**src/rtl/shift_seq_if.sv**
```systemverilog
// shift_seq_if: request/response bundle for shift_seq plus its serial link
// to the attached shift register (ser_out/shift_ena out, qin back).
interface shift_seq_if #(parameter int WIDTH = 8);
    logic             start;
    logic [WIDTH-1:0] tx_data;
    logic             qin;
    logic             ser_out;
    logic             shift_ena;
    logic             ready;
    logic             done;
    logic [WIDTH-1:0] rx_data;
    logic             match;
    logic             parity_err;
    modport master (
        output start, tx_data, qin,
        input  ser_out, shift_ena, ready, done, rx_data, match, parity_err
    );
    modport slave (
        input  start, tx_data, qin,
        output ser_out, shift_ena, ready, done, rx_data, match, parity_err
    );
endinterface

```
**src/rtl/shift_seq.sv**
```systemverilog
// shift_seq: pushes a WIDTH-bit frame through an external DEPTH-stage shift register
// and recovers it from qin; SHIFT_PARITY_EN appends and checks an even-parity bit.
module shift_seq #(
    parameter int WIDTH = 8,
    parameter int DEPTH = 4
) (
    input logic        clk,
    input logic        rst,
    shift_seq_if.slave bus
);
`ifdef SHIFT_PARITY_EN
    localparam int F = WIDTH + 1;
`else
    localparam int F = WIDTH;
`endif
    localparam int N  = F + DEPTH;
    localparam int CW = $clog2(N);

    typedef enum logic [1:0] {IDLE, SHIFT, DONE} state_t;
    state_t state, state_nx;
    logic [CW-1:0]    cnt;
    logic [F-1:0]     frame, frame_in, rx_nx;
    logic [F-2:0]     rx_sh;
    logic [WIDTH-1:0] tx_q;
    logic             last;

    assign last  = cnt == CW'(N - 1);
    assign rx_nx = {rx_sh, bus.qin};

`ifdef SHIFT_PARITY_EN
    assign frame_in = {bus.tx_data, ^bus.tx_data};
    // received parity bit xor parity of rx_data collapses to parity of the whole frame
    always_ff @(posedge clk) begin
        if (!rst)
            bus.parity_err <= 1'b0;
        else if (state == SHIFT && last)
            bus.parity_err <= ^rx_nx;
    end
`else
    assign frame_in       = bus.tx_data;
    assign bus.parity_err = 1'b0;
`endif

    always_comb begin
        state_nx      = state;
        bus.ready     = state == IDLE;
        bus.shift_ena = state == SHIFT;
        bus.done      = state == DONE;
        bus.ser_out   = (state == SHIFT) & frame[F-1];
        if (state == IDLE && bus.start)
            state_nx = SHIFT;
        else if (state == SHIFT && last)
            state_nx = DONE;
        else if (state == DONE)
            state_nx = IDLE;
    end

    always_ff @(posedge clk) begin
        if (!rst) begin
            state <= IDLE;
            cnt   <= '0;
        end else begin
            state <= state_nx;
            cnt   <= (state == SHIFT && !last) ? cnt + 1'b1 : '0;
        end
    end

    // frame shifts left each SHIFT cycle, so zeros follow the last frame bit
    always_ff @(posedge clk) begin
        if (!rst) begin
            frame       <= '0;
            rx_sh       <= '0;
            tx_q        <= '0;
            bus.rx_data <= '0;
            bus.match   <= 1'b0;
        end else if (state == IDLE && bus.start) begin
            frame <= frame_in;
            tx_q  <= bus.tx_data;
        end else if (state == SHIFT) begin
            frame <= frame << 1;
            if (cnt >= CW'(DEPTH))
                rx_sh <= rx_nx[F-2:0];
            if (last) begin
                bus.rx_data <= rx_nx[F-1 -: WIDTH];
                bus.match   <= rx_nx[F-1 -: WIDTH] == tx_q;
            end
        end
    end
endmodule

```
**src/flat_wrapper.sv**
```systemverilog
// flat-port wrapper written by rule: the top's interface ports become plain ports
module shift_seq_flat 
#(
    parameter int WIDTH = 8,
    parameter int DEPTH = 4
)
  (clk, rst, bus_start, bus_tx_data, bus_qin, bus_ser_out, bus_shift_ena, bus_ready, bus_done, bus_rx_data, bus_match, bus_parity_err);
  shift_seq_if #(.WIDTH(WIDTH)) bus_i ();
  input logic clk;
  input logic rst;
  input wire logic [$bits(bus_i.start)-1:0] bus_start;
  input wire logic [$bits(bus_i.tx_data)-1:0] bus_tx_data;
  input wire logic [$bits(bus_i.qin)-1:0] bus_qin;
  output wire logic [$bits(bus_i.ser_out)-1:0] bus_ser_out;
  output wire logic [$bits(bus_i.shift_ena)-1:0] bus_shift_ena;
  output wire logic [$bits(bus_i.ready)-1:0] bus_ready;
  output wire logic [$bits(bus_i.done)-1:0] bus_done;
  output wire logic [$bits(bus_i.rx_data)-1:0] bus_rx_data;
  output wire logic [$bits(bus_i.match)-1:0] bus_match;
  output wire logic [$bits(bus_i.parity_err)-1:0] bus_parity_err;
  assign bus_i.start = bus_start;
  assign bus_i.tx_data = bus_tx_data;
  assign bus_i.qin = bus_qin;
  assign bus_ser_out = bus_i.ser_out;
  assign bus_shift_ena = bus_i.shift_ena;
  assign bus_ready = bus_i.ready;
  assign bus_done = bus_i.done;
  assign bus_rx_data = bus_i.rx_data;
  assign bus_match = bus_i.match;
  assign bus_parity_err = bus_i.parity_err;
  shift_seq #(.WIDTH(WIDTH), .DEPTH(DEPTH)) u_core (.clk(clk), .rst(rst), .bus(bus_i));
endmodule
```
**config.mk**
```make
export PLATFORM = sky130hd
export DESIGN_NAME = shift_seq_flat
export DESIGN_NICKNAME = d
export VERILOG_FILES = /design/src/rtl/shift_seq_if.sv /design/src/rtl/shift_seq.sv /design/src/flat_wrapper.sv
export SDC_FILE = /design/constraint.sdc
export NUM_CORES = 1
export LEC_CHECK = 0
export CORE_AREA = 3 3 94 51
export CTS_CLUSTER_DIAMETER = 50
export CTS_CLUSTER_SIZE = 40
export DETAILED_ROUTE_END_ITERATION = 6
export DIE_AREA = 0 0 97 54
export HOLD_SLACK_MARGIN = 0.08
export PLACE_DENSITY = 0.7
export SYNTH_ARGS = -nofsm -noshare
export SYNTH_HDL_FRONTEND = slang
export SYNTH_SLANG_ARGS = --single-unit
```
**constraint.sdc**
```tcl
create_clock -name clk -period 1.5 [get_ports clk]
set_input_delay 0.45 -clock clk [delete_from_list [all_inputs] [get_ports clk]]
set_output_delay 0.45 -clock clk [all_outputs]
set_load 0.03 [all_outputs]
```
==> results.md <==
* Area delta synth->final at 28.19%
* CP cell instances: nand2b_4, inv_2, and2_4, buf_6
* Seq pwr share at between 50 and 60%
* Hold path startpoint: u_core.bus.rx_data[4]
* Floorplan core area at 0.003944 sq mm
* Count leader, synth: nand2_1
* Worst Hold Class: reg2reg
* Peak Freq at around 680 MHz
* Multiplexer share of the synthesized area at 4.385%
* Pint at around 1.5 mW
* Crit path DAT at 1.03 ns
* Total grt overflow at 0
* Synth Area in XOR/XNOR at roughly 5.5%
* Synth Cell Area at 0.001598 sq mm
* End of the critical path: bus_ser_out
* Number of synthesized register bits at 38
* Top cell type by total area after synthesis: dfxtp_1
* Clock root buffer: clkbuf_8
* Finish-stage setup viols at 0
* Die W at 97 um
* Clock Skew at 0.005124 ns
* Buf/Inv on CP at 2
* Die Y at 54 um
* Detail Route Antenna Nets at 0
* DRC violations left at 0
* Tot Pwr at about 2.0 mW
* Final period utilization at 98.71%
* Seq/Total Area, Yosys at 47.61%
* Ys flop type: dfxtp_1
* Worst-Margin Slew at 0.6210 ns
* WP depth at 4
* Pin count of the biggest net entering global routing at 19
* Placed instance area at 0.001909 sq mm
* Vias in the first global route at 1141
* Max-Cap Viols at 0
* Largest family of logic cells by synthesized area: simple AND/OR/NAND/NOR gates
* Comb pwr share at about 12%
* Final hold violations at 0
* Asr flop ratio synth at 0%
* Min Hold Slack at 0.4493 ns
* Placement Setup Slack at -0.2003 ns
* Reg2reg setup slack at 0.12 ns
* Synth warnings at 0
* Maximum VDD drop at 0.3081 mV
* Slew Limit Fails at 0
* Critical path's top delay family: flip-flops
* PwrDens at just under 1000 mW/mm^2
* Initial DRC count at 28
* Boundary Pins at 26
* WL final at between 3 and 4 mm
* CP max-delay cell: dfxtp_2
* CP peak stage delay at 0.32 ns
* Post-route cell area at a little over 0.002 sq mm
* RSZ-0062 raised after global routing: yes
* Synth Area in Adders at less than 1%
* Total global routing track utilization at 13.21%
* NetSw at 0.4533 mW
* Final design utilization at approximately half
* FF-to-FF path depth at 6
* Site row count at 16
* CP max FO at 2
* Post-synth EDFFs at 0
* Clock Tree Buf Depth at 2
* Synthesized instance count at between 150 and 200
* Non-filler instance count after layout at roughly 270
* Sw frac at 23.04%
* Min cycle time layout at 1.481 ns
* RR Endpoint: u_core.bus.rx_data[6]
* CTS tree: built
* Diodes inserted at 0
* Total CTS buffers at 5
* Worst relative slew slack at between 50% and 60%
* Worst setup SP type: flop
* WP data required at around 1.1 ns
* Critical Path Source: u_core.state[1]
* Leakage power at 0.8571 nW
* Initial antenna violation count at 0
* Post-Syn Nets at between 150 and 200
* CP endpoint kind: primary output
* Average wire per standard cell at 11.85 um
* Drt pass-1 iters at 4
* Synth area leaders: dfxtp_1 48%, a21boi_1 11%, nand2_1 9.6%
* Initial Utilization at 40.51%
* DPL Wire Length at 2.257 mm
* Crit Path Class: reg2out
* Htree depth at 2
* Reg2Reg Launch Point: u_core.state[1]
* Area of the die at 0.005238 sq mm
* Top post-synthesis cells by count: 41 x nand2_1, 38 x dfxtp_1, 24 x a21boi_1, 15 x o21ai_1
* Share of cells above drive strength 1 at around 16%
* Syn avg cell area at slightly below 9 sq um
* Clock power frac at 34.4%
* Status: completed
* RePlAce Congestion at approximately 0.78
* Simple-gate share of the synthesized area at 20.60%
* Clock latency on the worst-skew pair at 0.29 ns
* Clock sinks at 38
* First-pass GRT wire length at ~5.4 mm
* Compound-Gate Fraction of Synth Area at 16.91%
* DR vias/cell at 4.758
* Synth top area share at 47.61%
* Cells after DPL at 256
* Crit path setup slack, layout at between 0.015 and 0.02 ns
* Clk slew on worst S/H paths at 0.06 ns
* Setup_tns at 0 ns
* Port Buffer Count at 24
* Post-synthesis cell type count at 29
* Nets at 225
* Vias at around 1300
-- placed cells by master, fill, tap and decap left out, drive strengths merged --
master          n
ha              1
dlygate4sd2     4
nand2b          1
o211a           1
o21ai          15
and2            8
nand3b          1
a21oi           1
nor2b           2
conb            1
mux2i           7
nor3b           1
clkdlybuf4s15   3
a21boi         24
nor2            8
nand3           4
nor4            1
dfxtp          38
xnor2           2
and3b           1
xor2            8
inv             2
clkbuf          6
clkdlybuf4s50  11
nor3            1
nand4           1
buf            17
nand2          41
-- cells by family (layout without fill, tap and decap cells) --
group / count (synthesis) / count (layout)
adders and majority gates: 1 / 1
muxes: 7 / 7
other: 1 / 1
DFF: 38 / 38
and+or+nand+nor: 70 / 70
xor gates and xnor gates: 10 / 10
buffers and inverters: 11 / 43
AOI/OAI and AO/OA: 41 / 41
-- worst reg2reg max path, cell delays in order (launching register included) --
cell      delay, ns
dfxtp_2        0.32
nand2b_4       0.13
buf_4          0.12
buf_4          0.20
nor2_2         0.32
nand2_1        0.11
a21boi_1       0.12
-- timing repair --
action | in CTS | in global routing
resized for setup | 15 | 6
cloned | 0 | 0
hold endpoints to repair | 0 | 0
endpoints found under the setup margin | 10 | 7
pin swaps | 0 | 1
hold buffers | 0 | 0
setup buffers | 2 | 1
-- how the worst min path moves through the flow --
stage / to / cells past startpoint
global placement: u_core.cnt[0] / 1
finish: u_core.bus.rx_data[4] / 2
detailed placement: u_core.bus.rx_data[1] / 2
global route: u_core.bus.rx_data[5] / 2
floorplan: u_core.cnt[0] / 1
CTS: u_core.bus.rx_data[1] / 2
-- final cells by class --
class / count / area [sq um]
tap: 54 / 67.56
timing repair buffer: 35 / 334.1
clock buffer: 6 / 82.58
fill: 377 / 1896
multi-input combinational: 130 / 793.3
sequential: 38 / 763.2
inverter: 2 / 7.507
-- power groups by stage --
stage	sequential, mW	combinational [mW]	clock [mW]
2_1_floorplan	1.08	0.141	0
5_1_grt	1.06	0.252	0.742
6_report	1.06	0.228	0.677
4_1_cts	1.06	0.225	0.703
3_3_place_gp	1.08	0.208	0
3_5_place_dp	1.08	0.210	0
-- flip-flops by register name, summed over array words and instances (netlist names) --
name and flops:
u_core.bus.match 1, u_core.bus.rx_data 8, u_core.cnt 4, u_core.frame 8, u_core.rx_sh 7, u_core.state 2
u_core.tx_q 8
-- metal layers --
metal  vias to the layer above  global-route usage (%)  share of wire [%]
met5                         -                       0                  0
met4                         0                   7.692                1.9
met3                         7                   3.752                4.6
met2                        22                   20.32                 44
met1                       577                   16.94                 50
li1                        655                       -                  -
(Power assumes the default switching activity.)
